--- src/rtl/lsu_cache_req.sv ---
// MEM-stage to data-cache request initiator: formats RV32 loads/stores into word-aligned cache requests.
// Optional feature macro LSU_MISALIGN_EXC_EN: misaligned H/W accesses complete at once with lsu_misalign_o set.
module lsu_cache_req #(
  parameter int ADDR_W = 32,
  parameter int DATA_W = 32
) (
  input  logic              clk,
  input  logic              rst_n,
  input  logic              mem_valid_i,
  input  logic              mem_we_i,
  input  logic [2:0]        mem_funct3_i,
  input  logic [ADDR_W-1:0] mem_addr_i,
  input  logic [DATA_W-1:0] mem_wdata_i,
  output logic              lsu_busy_o,
  output logic              lsu_done_o,
  output logic [DATA_W-1:0] lsu_rdata_o,
  output logic              lsu_misalign_o,
  output logic              cpu_rd_req_o,
  output logic              cpu_wr_req_o,
  output logic [ADDR_W-1:0] cpu_rd_addr_o,
  output logic [ADDR_W-1:0] cpu_wr_addr_o,
  output logic [DATA_W-1:0] cpu_wr_data_o,
  output logic [3:0]        cpu_wr_en_o,
  input  logic [DATA_W-1:0] cpu_rd_data_i,
  input  logic              pipeline_stall_i,
  input  logic              cache_data_ack_i
);

  typedef enum logic {ST_IDLE, ST_WAIT} state_t;

  state_t            state_q, state_d;
  logic              rd_req_q, rd_req_d;
  logic              wr_req_q, wr_req_d;
  logic [ADDR_W-1:0] addr_q, addr_d;
  logic [DATA_W-1:0] wdata_q, wdata_d;
  logic [3:0]        wr_en_q, wr_en_d;
  logic [2:0]        funct3_q, funct3_d;
  logic [1:0]        lane_q, lane_d;
  logic              done_q, done_d;
  logic [DATA_W-1:0] rdata_q, rdata_d;
  logic [DATA_W-1:0] st_data;
  logic [3:0]        st_en;
  logic [DATA_W-1:0] ld_data;
  logic [7:0]        ld_byte;
  logic [15:0]       ld_half;
  logic              accept;

  always_comb begin
    st_data = mem_wdata_i;
    st_en   = 4'b1111;
    case (mem_funct3_i)
      3'b000: begin
        st_en   = 4'b0001 << mem_addr_i[1:0];
        st_data = {4{mem_wdata_i[7:0]}};
      end
      3'b001: begin
        st_en   = mem_addr_i[1] ? 4'b1100 : 4'b0011;
        st_data = {2{mem_wdata_i[15:0]}};
      end
      default: ;
    endcase
  end

  // Load extraction uses the funct3 and byte lane captured at accept time.
  always_comb begin
    ld_byte = cpu_rd_data_i[7:0];
    case (lane_q)
      2'd1:    ld_byte = cpu_rd_data_i[15:8];
      2'd2:    ld_byte = cpu_rd_data_i[23:16];
      2'd3:    ld_byte = cpu_rd_data_i[31:24];
      default: ld_byte = cpu_rd_data_i[7:0];
    endcase
    ld_half = lane_q[1] ? cpu_rd_data_i[31:16] : cpu_rd_data_i[15:0];
    case (funct3_q)
      3'b000:  ld_data = {{24{ld_byte[7]}}, ld_byte};
      3'b100:  ld_data = {24'd0, ld_byte};
      3'b001:  ld_data = {{16{ld_half[15]}}, ld_half};
      3'b101:  ld_data = {16'd0, ld_half};
      default: ld_data = cpu_rd_data_i;
    endcase
  end

`ifdef LSU_MISALIGN_EXC_EN
  logic misalign_q, misalign_d;
  logic misaligned;
  assign misaligned = ((mem_funct3_i[1:0] == 2'b01) && mem_addr_i[0]) ||
                      ((mem_funct3_i[1:0] == 2'b10) && (mem_addr_i[1:0] != 2'b00));
  assign accept         = mem_valid_i && !misaligned;
  assign lsu_misalign_o = misalign_q;
`else
  assign accept         = mem_valid_i;
  assign lsu_misalign_o = 1'b0;
`endif

  always_comb begin
    state_d  = state_q;
    rd_req_d = rd_req_q;
    wr_req_d = wr_req_q;
    addr_d   = addr_q;
    wdata_d  = wdata_q;
    wr_en_d  = wr_en_q;
    funct3_d = funct3_q;
    lane_d   = lane_q;
    rdata_d  = rdata_q;
    done_d   = 1'b0;
`ifdef LSU_MISALIGN_EXC_EN
    misalign_d = 1'b0;
`endif
    case (state_q)
      ST_IDLE: begin
        if (accept) begin
          state_d  = ST_WAIT;
          rd_req_d = !mem_we_i;
          wr_req_d = mem_we_i;
          addr_d   = {mem_addr_i[ADDR_W-1:2], 2'b00};
          wdata_d  = st_data;
          wr_en_d  = st_en;
          funct3_d = mem_funct3_i;
          lane_d   = mem_addr_i[1:0];
        end
`ifdef LSU_MISALIGN_EXC_EN
        else if (mem_valid_i) begin
          done_d     = 1'b1;
          misalign_d = 1'b1;
          rdata_d    = '0;
        end
`endif
      end
      ST_WAIT: begin
        if (cache_data_ack_i) begin
          state_d  = ST_IDLE;
          rd_req_d = 1'b0;
          wr_req_d = 1'b0;
          done_d   = 1'b1;
          rdata_d  = wr_req_q ? '0 : ld_data;
        end
      end
      default: state_d = ST_IDLE;
    endcase
  end

  always_ff @(posedge clk or negedge rst_n) begin
    if (!rst_n) begin
      state_q  <= ST_IDLE;
      rd_req_q <= 1'b0;
      wr_req_q <= 1'b0;
      addr_q   <= '0;
      wdata_q  <= '0;
      wr_en_q  <= '0;
      funct3_q <= '0;
      lane_q   <= '0;
      done_q   <= 1'b0;
      rdata_q  <= '0;
`ifdef LSU_MISALIGN_EXC_EN
      misalign_q <= 1'b0;
`endif
    end else begin
      state_q  <= state_d;
      rd_req_q <= rd_req_d;
      wr_req_q <= wr_req_d;
      addr_q   <= addr_d;
      wdata_q  <= wdata_d;
      wr_en_q  <= wr_en_d;
      funct3_q <= funct3_d;
      lane_q   <= lane_d;
      done_q   <= done_d;
      rdata_q  <= rdata_d;
`ifdef LSU_MISALIGN_EXC_EN
      misalign_q <= misalign_d;
`endif
    end
  end

  assign lsu_busy_o    = (state_q == ST_WAIT) || pipeline_stall_i;
  assign lsu_done_o    = done_q;
  assign lsu_rdata_o   = rdata_q;
  assign cpu_rd_req_o  = rd_req_q;
  assign cpu_wr_req_o  = wr_req_q;
  assign cpu_rd_addr_o = addr_q;
  assign cpu_wr_addr_o = addr_q;
  assign cpu_wr_data_o = wdata_q;
  assign cpu_wr_en_o   = wr_en_q;

endmodule

--- config.mk ---
export PLATFORM = sky130hd
export DESIGN_NAME = lsu_cache_req
export DESIGN_NICKNAME = d
export VERILOG_FILES = /design/src/rtl/lsu_cache_req.sv
export SDC_FILE = /design/constraint.sdc
export NUM_CORES = 1
export LEC_CHECK = 0
export ABC_AREA = 1
export BUFFER_PORTS_ARGS = -buffer_cell sky130_fd_sc_hd__buf_2
export CAP_MARGIN = 20
export CELL_PAD_IN_SITES_DETAIL_PLACEMENT = 1
export CELL_PAD_IN_SITES_GLOBAL_PLACEMENT = 1
export CORE_ASPECT_RATIO = 0.9
export CORE_MARGIN = 2
export CORE_UTILIZATION = 32
export DETAILED_ROUTE_END_ITERATION = 16
export PLACE_DENSITY_LB_ADDON = 0.2
export SYNTH_ARGS = -nofsm -noshare
export SYNTH_HDL_FRONTEND = slang
export SYNTH_SLANG_ARGS = --single-unit
--- constraint.sdc ---
create_clock -name clk -period 1.6 [get_ports clk]
set_input_delay 0.24 -clock clk [delete_from_list [all_inputs] [get_ports clk]]
set_output_delay 0.24 -clock clk [all_outputs]
set_load 0.01 [all_outputs]
== After elaboration in Yosys (flattened, before gate mapping) ==
Index checks and enable logic that the tools add are counted.
Word-level totals
  output and inout port bits: 137
  bits in registers: 107
  input port bits: 105
  logic and storage cells: 45
Cells by class
  shift-type cells: 1
  multiplexer cells: 17
  reduce and logical (&&, ||, !) cells: 7
  eq/ne operators: 9
  bitwise gates (word level): 1
Operators with widths (number)
  32-bit one-hot mux with 4 select lines: 1
  32-bit one-hot mux with 2 select lines: 1
  32-bit two-way mux: 1
  8-bit one-hot mux with 3 select lines: 1
  16-bit two-way mux: 1
  4-bit one-hot mux with 2 select lines: 1
  1-bit two-way mux: 7
  3-bit by 1-bit equality test with 1-bit output (second input constant): 2
  3-bit equality test (second input constant): 2
  3-bit logical NOT: 2
  1-bit one-hot mux with 2 select lines: 3
  2-bit AND reduction: 3
  2-bit equality test (second input constant): 2
  4-bit two-way mux: 1
  2-bit != test (second input constant): 2
  1-bit by 2-bit left shift with 4-bit output (first input constant): 1
  2-bit by 1-bit equality test with 1-bit output (second input constant): 1
  1-bit logical NOT: 1
  1-bit logical OR: 1
  1-bit inverter: 1

== Depth between registers and ports, before layout ==
Gate-level depths: netlist (run 1).
  word-level depth: 4
  mapped depth: 9
  depth with buffers taken out: 8

== Worst setup path after synthesis (run 1) ==
Ideal clock, no wire load.
  kind: reg-to-reg
  start point: reg funct3_q[1]
  end point: reg rdata_q[23], in the netlist lsu_rdata_o[23]
  setup time: 0.066 ns
  period minus slack after synthesis: 1.281 ns
  data required time: 1.534 ns
  buffers on the path: 2
  arrival time: 1.215 ns
  cell stages (with the launch flop): 10
  setup slack: 0.319 ns
  cells stage by stage: dfrtp_1 buf_4 inv_6 nand2_4 nor2_2 nand3_4 nand2_4 buf_6 nand2_1 nand2_1
On the way
  word-level cells in the longest chain between the ends: 3
  elaborated cells between the ends (all ways): 6
  those cells by class: 3 x eq/ne; 2 x mux; 1 x reduce/logical
Ends and longest elaborated chain
  start, declared: line 37  | logic [2:0] funct3_q, funct3_d;
  start signal, assigned: line 164  | funct3_q <= funct3_d;
  3-bit equality test, or another cell as far along: line 74  | case (funct3_q)
  32-bit one-hot mux with 4 select lines *: line 74
  32-bit two-way mux *: line 135  | rdata_d = wr_req_q ? '0 : ld_data;
  end signal, assigned: line 167  | rdata_q <= rdata_d;
  end, declared: line 40  | logic [DATA_W-1:0] rdata_q, rdata_d;
Every way passes the cells marked *; elsewhere a longest branch is shown, timed or not.
A chain may end at the register's enable or synchronous reset.

== Worst setup path after layout (run 1) ==
  start point: reg state_q
  end point: out lsu_busy_o
On the way
  word-level cells in the longest chain between the ends: 1
Ends and longest elaborated chain
  start, declared: line 31  | state_t state_q, state_d;
  start signal, assigned: line 158  | state_q <= state_d;
  1-bit logical OR: line 174  | assign lsu_busy_o = (state_q == ST_WAIT) || pipeline_stall_i;
  end, declared: line 14  | output logic lsu_busy_o,
No other way between the ends.

==> insert_results.sql, run 1 <==
INSERT INTO impl_metrics (metric_group, metric, value, unit) VALUES
('cells_and_area', 'finalInstanceArea', '6755', 'um^2'),
('place', 'place.port_buffers', '236', ''),
('cells_and_area', 'mostFrequentLayoutCells', 'sky130_fd_sc_hd__nand2_1, sky130_fd_sc_hd__buf_2, sky130_fd_sc_hd__dfrtp_1, sky130_fd_sc_hd__nor2_1, sky130_fd_sc_hd__nand3_1', ''),
('clock_tree', 'cts_tree', 'done', ''),
('critical_path', 'critical_path_data_required_time', '1360', 'ps'),
('critical_path', 'start_kind', 'flop', ''),
('critical_path', 'reg2reg_depth', '6', ''),
('die', 'die_area', '17350', 'um^2'),
('pwr', 'internal_power', '5.865', 'mW'),
('critical_path', 'timing.critical_path.arrival', '1190', 'ps'),
('critical_path', 'endpoint_type_of_the_worst_setup_path', 'output port', ''),
('clock_tree', 'worst_setup_hold_path_clk_slew', '70', 'ps'),
('global_route', 'wire_length_of_the_first_global_routing_pass', '28.52', 'mm'),
('cells_and_area', 'finalCoreUtilization', '42.17', '%'),
('place', 'place.detailed.hpwl', '13.41', 'mm'),
('critical_path', 'worst-path-max-fanout', '3', ''),
('global_route', 'grt_start_max_net_pins', '56', ''),
('die', 'die_height', '125.2', 'um'),
('die', 'die_width', '138.6', 'um'),
('min_path', 'hold_path_depth', '3', ''),
('global_route', 'grt_pass1_vias', '5513', ''),
('place', 'gp_congestion', '0.9093', ''),
('timing', 'fmax', '700.6', 'MHz'),
('logic_synthesis', 'synth-compound-area-share', '5.322', '%'),
('pwr', 'power.share.combinational', '33.9', '%'),
('pwr', 'clock_power_share', '24.8', '%'),
('logic_synthesis', 'yosys.area.top_type', 'sky130_fd_sc_hd__dfrtp_1', ''),
('die', 'initial_core_util', '32.58', '%'),
('timing', 'rsz_0062_raised_after_global_routing', 'no', ''),
('pwr', 'switching_share', '37.07', '%'),
('logic_synthesis', 'post_synth_and_or_nand_nor_area_fraction', '33.49', '%'),
('logic_synthesis', 'yosysWarnings', '0', ''),
('logic_synthesis', 'synth.yosys.seq_area_share', '51.31', '%'),
('clock_tree', 'post_cts_buffers', '0', ''),
('flow_run', 'maxCapViolations', '0', ''),
('cells_and_area', 'layout.cells.most_common', 'sky130_fd_sc_hd__nand2_1', ''),
('logic_synthesis', 'synth_top_cell_area_share', '51.31', '%'),
('clock_tree', 'cts_max_path_buffers', '2', ''),
('logic_synthesis', 'synthesis.instances', '684', ''),
('place', 'dpl-instance-area', '6439', 'um^2'),
('routing', 'drt.antenna.violating_nets', '0', ''),
('pwr', 'power_density', '1379', 'nW/um^2'),
('cells_and_area', 'post_route_cells_drive_above_1_share', '31.95', '%'),
('timing', 'setup_viol_count_final', '0', ''),
('cells_and_area', 'filler_cell_count', '2054', ''),
('critical_path', 'worst_r2r_startpoint', 'state_q$_DFF_PN0_', ''),
('pwr', 'peakVddDrop', '0.5905', 'mV'),
('routing', 'detailroute.via_count', '5170', ''),
('logic_synthesis', 'muxShareOfSynthArea', '0', '%'),
('routing', 'wl_met2', '8.582', 'mm'),
('routing', 'via_cell_ratio', '4.700', ''),
('timing', 'setup_tns', '0', 'ps'),
('logic_synthesis', 'syn-cell-area', '5219', 'um^2'),
('routing', 'dr.pass1.iters', '4', ''),
('cells_and_area', 'nNetsFinal', '993', ''),
('critical_path', 'critPathKind', 'flop to output port', ''),
('routing', 'drtIter0Drc', '167', ''),
('clock_tree', 'clockRootBuffer', 'sky130_fd_sc_hd__clkbuf_16', ''),
('cells_and_area', 'layout-area-overhead-vs-synth', '29.44', '%'),
('clock_tree', 'cts.sink_count', '107', ''),
('cells_and_area', 'post_layout_nonfiller_instances', '1100', ''),
('pwr', 'p_switching', '3.454', 'mW'),
('run_status', 'run_status', 'finished clean', ''),
('timing', 'timing.final.max_slew_violations', '0', ''),
('clock_tree', 'clk_latency', '350', 'ps'),
('die', 'floorplan.rows', '44', ''),
('critical_path', 'reg2reg_slack', '220', 'ps'),
('clock_tree', 'clock_tree.htree_level_count', '3', ''),
('global_route', 'grt_usage', '20.39', '%'),
('routing', 'detail_route.wl_per_cell', '16.03', 'um'),
('logic_synthesis', 'ys_types', '30', '');
cell type report:
type,instances,area [um^2],share of cell area (%)
Antenna cell,1,2.502,0.03704
Clock buffer,10,239.0,3.538
Clock inverter,5,62.56,0.9261
Inverter,29,113.9,1.685
Multi-Input combinational cell,488,2049,30.34
Sequential cell,107,2678,39.64
Tap cell,207,259.0,3.834
Timing Repair Buffer,253,1351,20.00
how the worst max path moves through the flow:
| stage | start | end | slack (ps) | depth (start not counted) |
|---|---|---|---|---|
| 4_1_cts | state_q$_DFF_PN0_ | lsu_busy_o | 140 | 2 |
| 5_1_grt | funct3_q[0]$_DFFE_PN0P_ | lsu_rdata_o[20]$_DFFE_PN0P_ | 90 | 7 |
| 2_1_floorplan | funct3_q[1]$_DFFE_PN0P_ | lsu_rdata_o[23]$_DFFE_PN0P_ | 320 | 9 |
| 6_report | state_q$_DFF_PN0_ | lsu_busy_o | 170 | 2 |
| 3_5_place_dp | funct3_q[0]$_DFFE_PN0P_ | lsu_rdata_o[0]$_DFFE_PN0P_ | 150 | 6 |
| 3_3_place_gp | funct3_q[1]$_DFFE_PN0P_ | lsu_rdata_o[4]$_DFFE_PN0P_ | 270 | 5 |
logic make-up after synthesis:
logic type             after synthesis
AND/OR/NAND/NOR                    432
flip-flops                         107
buffers and inverters               93
AO/OA/AOI/OAI                       51
other                                1
cell usage after synthesis (all sizes together):
| master | number |
|---|---|
| a21oi | 11 |
| a31oi | 8 |
| buf | 50 |
| clkbuf | 14 |
| conb | 1 |
| dfrtp | 107 |
| inv | 29 |
| nand2 | 324 |
| nand3 | 43 |
| nand3b | 3 |
| nand4 | 1 |
| nor2 | 57 |
| nor3 | 3 |
| o211a | 1 |
| o211ai | 1 |
| o21a | 2 |
| o21ai | 28 |
| or2 | 1 |
layer usage:
metal	GRT usage, %	up-vias
met5	0	-
met4	6.417	0
met3	6.166	25
met2	34.62	156
met1	25.07	2503
li1	-	2486
power groups by stage:
stage               sequential, mW  clock, mW  combinational, mW
floorplan                     4.16          0               1.59
global placement              3.87          0               3.13
detailed placement            3.90          0               3.21
CTS                           3.86       2.39               3.22
global route                  3.96       2.50               3.51
finish                        3.85       2.31               3.16
critical path: stages (launching register included):
cell and delay (ps):
sky130_fd_sc_hd__dfrtp_1 400, sky130_fd_sc_hd__or2_2 290, sky130_fd_sc_hd__buf_2 150
state kept, by name, indices dropped and copies added, names as in the netlist:
name,flops
cpu_rd_addr_o,30
cpu_rd_req_o,1
cpu_wr_data_o,32
cpu_wr_en_o,4
cpu_wr_req_o,1
funct3_q,3
lane_q,2
lsu_done_o,1
lsu_rdata_o,32
state_q,1
repair_timing:
item | CTS | global route
endpoints found under the hold margin | 107 | 0
gates resized for setup | 0 | 1
endpoints found under the setup margin | 0 | 3
hold buffers | 1 | 0
through the flow:
stage	total power [mW]	setup WS (ps)
after floorplan	5.750	319.1
after global placement	6.999	269.4
after detailed placement	7.108	152.7
after CTS	9.473	144.3
after global routing	9.965	85.47
final	9.319	172.6
(Power assumes the default switching activity.)
==> inputs of run 2 (changes only) <==
CORE_ASPECT_RATIO = 0.8   (was 0.9)
==> run 2 against run 1 <==
Register-to-register slack lost 20 ps. Final area is 0.76% higher. Largest power group unchanged. Clock power rose by 6%. Maximum frequency is essentially flat. Largest cell class unchanged. Combinational power is essentially flat. Highest routed layer unchanged. Critical path type unchanged. Flip-flop and latch count unchanged. Via count down 0.62%. Die area about the same.
==> insert_results.sql, run 2 (same netlist as run 1, synthesis figures left out) <==
INSERT INTO impl_metrics (metric_group, metric, value, unit) VALUES
('cells_and_area', 'filler_cell_count', '2059', ''),
('clock_tree', 'worst_setup_hold_path_clk_slew', '70', 'ps'),
('clock_tree', 'post_cts_buffers', '0', ''),
('die', 'floorplan.rows', '41', ''),
('timing', 'fmax', '700.2', 'MHz'),
('run_status', 'run_status', 'finished clean', ''),
('timing', 'setup_tns', '0', 'ps'),
('pwr', 'total_leakage_power', '3.938', 'nW'),
('timing', 'rsz_0062_raised_after_global_routing', 'no', ''),
('cells_and_area', 'layout.cells.most_common', 'sky130_fd_sc_hd__nand2_1', ''),
('timing', 'max-slew-margin-rel', '65.72', '%'),
('critical_path', 'critPathKind', 'flop to output port', ''),
('cells_and_area', 'register_area', '2678', 'um^2'),
('timing', 'timing.final.max_slew_violations', '0', ''),
('timing', 'worst-slew-pin-transition', '512.4', 'ps'),
('routing', 'drt_wl_total', '17.64', 'mm'),
('critical_path', 'slowest_stage', 'sky130_fd_sc_hd__dfrtp_1', ''),
('routing', 'drt.antenna.violating_nets', '0', ''),
('timing', 'finalWorstPathRequiredPeriod', '1428', 'ps'),
('critical_path', 'cp_cell_sequence', 'or2_2 > buf_2', ''),
('clock_tree', 'cts_buf_count', '9', ''),
('cells_and_area', 'post_route_cells_drive_above_1_share', '32.22', '%'),
('clock_tree', 'cts.sink_count', '107', ''),
('global_route', 'grt_usage', '20.28', '%'),
('critical_path', 'worst-path-max-fanout', '3', ''),
('critical_path', 'critical_path.max_stage_delay', '410', 'ps'),
('place', 'dpl-instance-area', '6466', 'um^2'),
('die', 'core', '15850', 'um^2'),
('clock_tree', 'clk_latency', '360', 'ps'),
('die', 'die_area', '17350', 'um^2'),
('clock_tree', 'clock_tree.htree_level_count', '3', ''),
('routing', 'dr.pass1.iters', '4', ''),
('routing', 'drtIter0Drc', '205', ''),
('critical_path', 'endpoint_type_of_the_worst_setup_path', 'output port', ''),
('critical_path', 'timing.critical_path.arrival', '1190', 'ps'),
('critical_path', 'critical_path_data_required_time', '1360', 'ps'),
('cells_and_area', 'multi_input_area', '2047', 'um^2'),
('pwr', 'peakVddDrop', '0.4737', 'mV'),
('clock_tree', 'clockRootBuffer', 'sky130_fd_sc_hd__clkbuf_16', ''),
('die', 'die_height', '118.2', 'um'),
('global_route', 'wire_length_of_the_first_global_routing_pass', '27.88', 'mm'),
('die', 'die_width', '146.8', 'um'),
('clock_tree', 'cts_tree', 'done', ''),
('cells_and_area', 'finalInstanceArea', '6807', 'um^2'),
('timing', 'finalClockSkew', '7.091', 'ps'),
('critical_path', 'start_kind', 'flop', ''),
('routing', 'via_cell_ratio', '4.612', ''),
('clock_tree', 'cts_max_path_buffers', '2', ''),
('global_route', 'total_global_routing_overflow', '0', ''),
('place', 'place.detailed.hpwl', '13.71', 'mm'),
('place', 'place.port_buffers', '236', ''),
('timing', 'final.period_utilization', '89.26', '%'),
('pwr', 'power_density', '1393', 'nW/um^2'),
('global_route', 'grt_start_max_net_pins', '43', ''),
('flow_run', 'maxCapViolations', '0', ''),
('die', 'boundaryPins', '242', ''),
('global_route', 'number_of_antenna_violations_at_the_first_check_in_global_routing', '1', ''),
('place', 'post-place-cells', '1095', ''),
('cells_and_area', 'layout-area-overhead-vs-synth', '30.42', '%'),
('cells_and_area', 'mostFrequentLayoutCells', 'sky130_fd_sc_hd__nand2_1, sky130_fd_sc_hd__buf_2, sky130_fd_sc_hd__dfrtp_1, sky130_fd_sc_hd__nor2_1, sky130_fd_sc_hd__nand3_1', ''),
('pwr', 'power.total', '9.480', 'mW'),
('routing', 'route.detailed.drc', '0', ''),
('cells_and_area', 'nNetsFinal', '997', ''),
('routing', 'detailroute.via_count', '5138', ''),
('global_route', 'grt_pass1_vias', '5241', ''),
('critical_path', 'reg2reg_slack', '200', 'ps'),
('cells_and_area', 'post_layout_nonfiller_instances', '1114', ''),
('place', 'gp_congestion', '0.8568', ''),
('routing', 'detail_route.wl_per_cell', '15.83', 'um'),
('die', 'initial_core_util', '32.92', '%'),
('timing', 'setup_viol_count_final', '0', ''),
('min_path', 'min-delay-path-class', 'primary input to flop', ''),
('timing', 'final_hold_viol_count', '0', '');
-- run 2: path summary, 6_finish.rpt --
kind / cells past startpoint / startpoint / to
worst max-delay path: 2 / state_q$_DFF_PN0_ / lsu_busy_o
worst min-delay path: 3 / mem_addr_i[29] / cpu_rd_addr_o[29]$_DFFE_PN0P_
worst max register to register: 8 / lane_q[1]$_DFFE_PN0P_ / lsu_rdata_o[19]$_DFFE_PN0P_
worst min register to register: 2 / lsu_rdata_o[1]$_DFFE_PN0P_ / lsu_rdata_o[1]$_DFFE_PN0P_
max in group asynchronous: 3 / rst_n / cpu_rd_addr_o[12]$_DFFE_PN0P_
min in group asynchronous: 2 / rst_n / lsu_rdata_o[1]$_DFFE_PN0P_
-- run 2: report_power, final --
group	total, mW	leakage [nW]	switching (mW)	internal [mW]
clock network	2.46	0.154	1.08	1.39
logic	3.16	2.46	1.94	1.22
registers	3.86	1.32	0.463	3.40
total	9.48	3.94	3.48	6.00
-- run 2: timing repair --
item                                   in CTS  in global routing
endpoints found under the hold margin      17                  0
resized for setup                           0                  0
hold buffers                                1                  0
-- run 2: worst max-delay path, delay by kind of cell (launching register included) --
family                 cells  cell delay [ps]
AND/OR/NAND/NOR            1              290
flip-flops                 1              410
buffers and inverters      1              140
-- run 2: cell type report --
type,instances,share of cell area [%]
tap,215,3.952
inverter,29,1.673
multi-input combinational,488,30.07
antenna,2,0.07353
clock inverter,7,1.471
clock buffer,9,3.309
timing repair buffer,257,20.11
sequential,107,39.34
-- run 2: stage by stage --
step / hold WS [ps] / setup WS [ps] / util [%]
5_1_grt: 71.54 / 41.29 / 42.92
2_1_floorplan: -55.59 / 319.1 / -
3_3_place_gp: 156.2 / 272.6 / 40.79
3_5_place_dp: 164.2 / 216.9 / 40.79
6_report: 80.35 / 171.9 / 42.94
4_1_cts: 61.66 / 153.3 / 42.91
-- run 2: layer usage --
layer | up-vias | share of wire [%] | GRT usage (%)
met1 | 2460 | 45 | 26.92
met4 | 0 | 0.84 | 5.158
met5 | - | 0 | 0
li1 | 2497 | - | -
met3 | 12 | 8.0 | 6.332
met2 | 169 | 46 | 32.25
==> inputs of run 3 (changes only) <==
PLACE_DENSITY_LB_ADDON = 0.1   (was 0.2)
==> run 3 against run 2 <==
Global-route usage up 0.21 points. Final area down 1.1%. Total power down 2.9%. Combinational power about the same. Non-clock buffer count down 5. Setup slack worse by 31 ps.
==> insert_results.sql, run 3 (same netlist as run 1, synthesis figures left out) <==
INSERT INTO impl_metrics (metric_group, metric, value, unit) VALUES
('min_path', 'whs_endpoint', 'cpu_rd_addr_o[25]$_DFFE_PN0P_', ''),
('global_route', 'grt_usage', '20.49', '%'),
('place', 'place.detailed.hpwl', '13.45', 'mm'),
('clock_tree', 'cts_max_path_buffers', '2', ''),
('timing', 'rsz_0062_raised_after_global_routing', 'no', ''),
('flow_run', 'maxCapViolations', '0', ''),
('clock_tree', 'post_cts_buffers', '0', ''),
('die', 'die_area', '17350', 'um^2'),
('die', 'core', '15850', 'um^2'),
('critical_path', 'rr_endpoint', 'lsu_rdata_o[16]$_DFFE_PN0P_', ''),
('routing', 'drt_wl_total', '17.61', 'mm'),
('routing', 'drt.antenna.violating_nets', '0', ''),
('die', 'floorplan.rows', '41', ''),
('cells_and_area', 'layout.cells.most_common', 'sky130_fd_sc_hd__nand2_1', ''),
('global_route', 'grt_pass1_vias', '5209', ''),
('pwr', 'power.total', '9.201', 'mW'),
('routing', 'detail_route.wl_per_cell', '15.90', 'um'),
('cells_and_area', 'post_route_cells_drive_above_1_share', '31.95', '%'),
('critical_path', 'cp.buffers_inverters', '1', ''),
('die', 'die_width', '146.8', 'um'),
('timing', 'max-slew-margin-rel', '57.91', '%'),
('routing', 'drtIter0Drc', '316', ''),
('pwr', 'peakVddDrop', '0.5407', 'mV'),
('critical_path', 'endpoint_type_of_the_worst_setup_path', 'output port', ''),
('cells_and_area', 'layout-area-overhead-vs-synth', '28.96', '%'),
('timing', 'setup_tns', '0', 'ps'),
('cells_and_area', 'filler_cell_count', '2081', ''),
('min_path', 'min-delay-path-class', 'primary input to flop', ''),
('timing', 'final_hold_viol_count', '0', ''),
('timing', 'setup_viol_count_final', '0', ''),
('critical_path', 'cp_cell_sequence', 'or2_2 > buf_2', ''),
('place', 'place.port_buffers', '236', ''),
('clock_tree', 'cts_buf_count', '9', ''),
('clock_tree', 'cts.sink_count', '107', ''),
('critical_path', 'worst_r2r_startpoint', 'lane_q[1]$_DFFE_PN0P_', ''),
('die', 'boundaryPins', '242', ''),
('critical_path', 'worst-path-max-fanout', '3', ''),
('clock_tree', 'cts_tree', 'done', ''),
('die', 'die_height', '118.2', 'um'),
('die', 'initial_core_util', '32.92', '%'),
('timing', 'timing.final.max_slew_violations', '0', ''),
('critical_path', 'timing.critical_path.arrival', '1220', 'ps'),
('place', 'gp_congestion', '0.9018', ''),
('timing', 'fmax', '685.2', 'MHz'),
('cells_and_area', 'antennaDiodeCount', '0', ''),
('critical_path', 'critPathKind', 'flop to output port', ''),
('critical_path', 'start_kind', 'flop', ''),
('critical_path', 'slowest_stage', 'sky130_fd_sc_hd__dfrtp_1', ''),
('min_path', 'hold_path_depth', '3', ''),
('clock_tree', 'worst_setup_hold_path_clk_slew', '80', 'ps'),
('cells_and_area', 'mostFrequentLayoutCells', 'sky130_fd_sc_hd__nand2_1, sky130_fd_sc_hd__buf_2, sky130_fd_sc_hd__dfrtp_1, sky130_fd_sc_hd__nor2_1, sky130_fd_sc_hd__nand3_1', ''),
('global_route', 'grt_start_max_net_pins', '108', ''),
('timing', 'finalHoldWorstSlack', '77.90', 'ps'),
('global_route', 'total_global_routing_overflow', '0', ''),
('cells_and_area', 'finalInstanceArea', '6730', 'um^2'),
('critical_path', 'critical_path.max_stage_delay', '410', 'ps'),
('critical_path', 'reg2reg_slack', '200', 'ps'),
('timing', 'finalClockSkew', '7.055', 'ps'),
('routing', 'detailroute.via_count', '5156', ''),
('routing', 'dr.pass1.iters', '4', ''),
('global_route', 'wire_length_of_the_first_global_routing_pass', '28.36', 'mm'),
('critical_path', 'critical_path_data_required_time', '1360', 'ps'),
('timing', 'finalWorstPathRequiredPeriod', '1459', 'ps'),
('routing', 'route.detailed.drc', '0', ''),
('pwr', 'power_density', '1367', 'nW/um^2'),
('timing', 'worst-slew-pin-transition', '631.4', 'ps'),
('global_route', 'number_of_antenna_violations_at_the_first_check_in_global_routing', '0', ''),
('cells_and_area', 'nNetsFinal', '992', ''),
('place', 'dpl-instance-area', '6429', 'um^2'),
('routing', 'via_cell_ratio', '4.658', ''),
('critical_path', 'reg2reg_depth', '8', ''),
('critical_path', 'crit_family', 'flip-flops', ''),
('clock_tree', 'clockRootBuffer', 'sky130_fd_sc_hd__clkbuf_16', ''),
('timing', 'final.period_utilization', '91.21', '%'),
('run_status', 'run_status', 'finished clean', ''),
('pwr', 'total_leakage_power', '3.899', 'nW'),
('min_path', 'hold_path.startpoint', 'mem_addr_i[25]', ''),
('clock_tree', 'clk_latency', '360', 'ps'),
('clock_tree', 'clock_tree.htree_level_count', '3', '');
run 3: report_power, final:
| part | internal (mW) | leakage, nW | switching, mW |
|---|---|---|---|
| Clock | 1.12 | 0.141 | 1.08 |
| Sequential | 3.39 | 1.32 | 0.458 |
| Combinational | 1.21 | 2.44 | 1.94 |
| Total | 5.72 | 3.90 | 3.48 |
run 3: worst min-delay path, delay by kind of cell:
| family | cells | cell delay (ps) |
|---|---|---|
| buffers and inverters | 1 | 80 |
| AND/OR/NAND/NOR | 2 | 80 |
run 3: worst max-delay path by stage:
stage,depth (start not counted),endpoint,from
2_1_floorplan,9,lsu_rdata_o[23]$_DFFE_PN0P_,funct3_q[1]$_DFFE_PN0P_
3_3_place_gp,6,lsu_rdata_o[4]$_DFFE_PN0P_,funct3_q[0]$_DFFE_PN0P_
3_5_place_dp,6,lsu_rdata_o[4]$_DFFE_PN0P_,funct3_q[0]$_DFFE_PN0P_
4_1_cts,6,lsu_rdata_o[4]$_DFFE_PN0P_,funct3_q[0]$_DFFE_PN0P_
5_1_grt,7,lsu_rdata_o[18]$_DFFE_PN0P_,lane_q[1]$_DFFE_PN0P_
6_report,2,lsu_busy_o,state_q$_DFF_PN0_
run 3: per-layer routing:
layer / track usage [%] / up-vias / share of wire, %
met1: 29.16 / 2477 / 47
met3: 4.749 / 14 / 7.0
li1: - / 2496 / -
met5: 0 / - / 0
met2: 31.78 / 169 / 45
met4: 4.612 / 0 / 1.1
run 3: final cells by class:
cell class / instances / area, um^2 / area share (%)
multi-input combinational: 488 / 2049 / 30.45
timing repair buffer: 252 / 1331 / 19.78
clock buffer: 10 / 239.0 / 3.551
tap: 215 / 269.0 / 3.997
inverter: 29 / 113.9 / 1.692
clock inverter: 6 / 50.05 / 0.7436
sequential: 107 / 2678 / 39.78
run 3: timing repair:
item,CTS,global route
hold buffers,1,0
gates resized for setup,0,1
hold endpoints to repair,13,0
setup endpoints to repair,0,1
run 3: metrics by stage:
stage               std cells  setup WS (ps)  util, %
floorplan                 688          319.1        -
global placement         1090          171.9    40.56
finish                   1107          140.7    42.46
detailed placement       1090          105.6    40.56
CTS                      1107          94.19    42.44
global route             1107          62.24    42.46
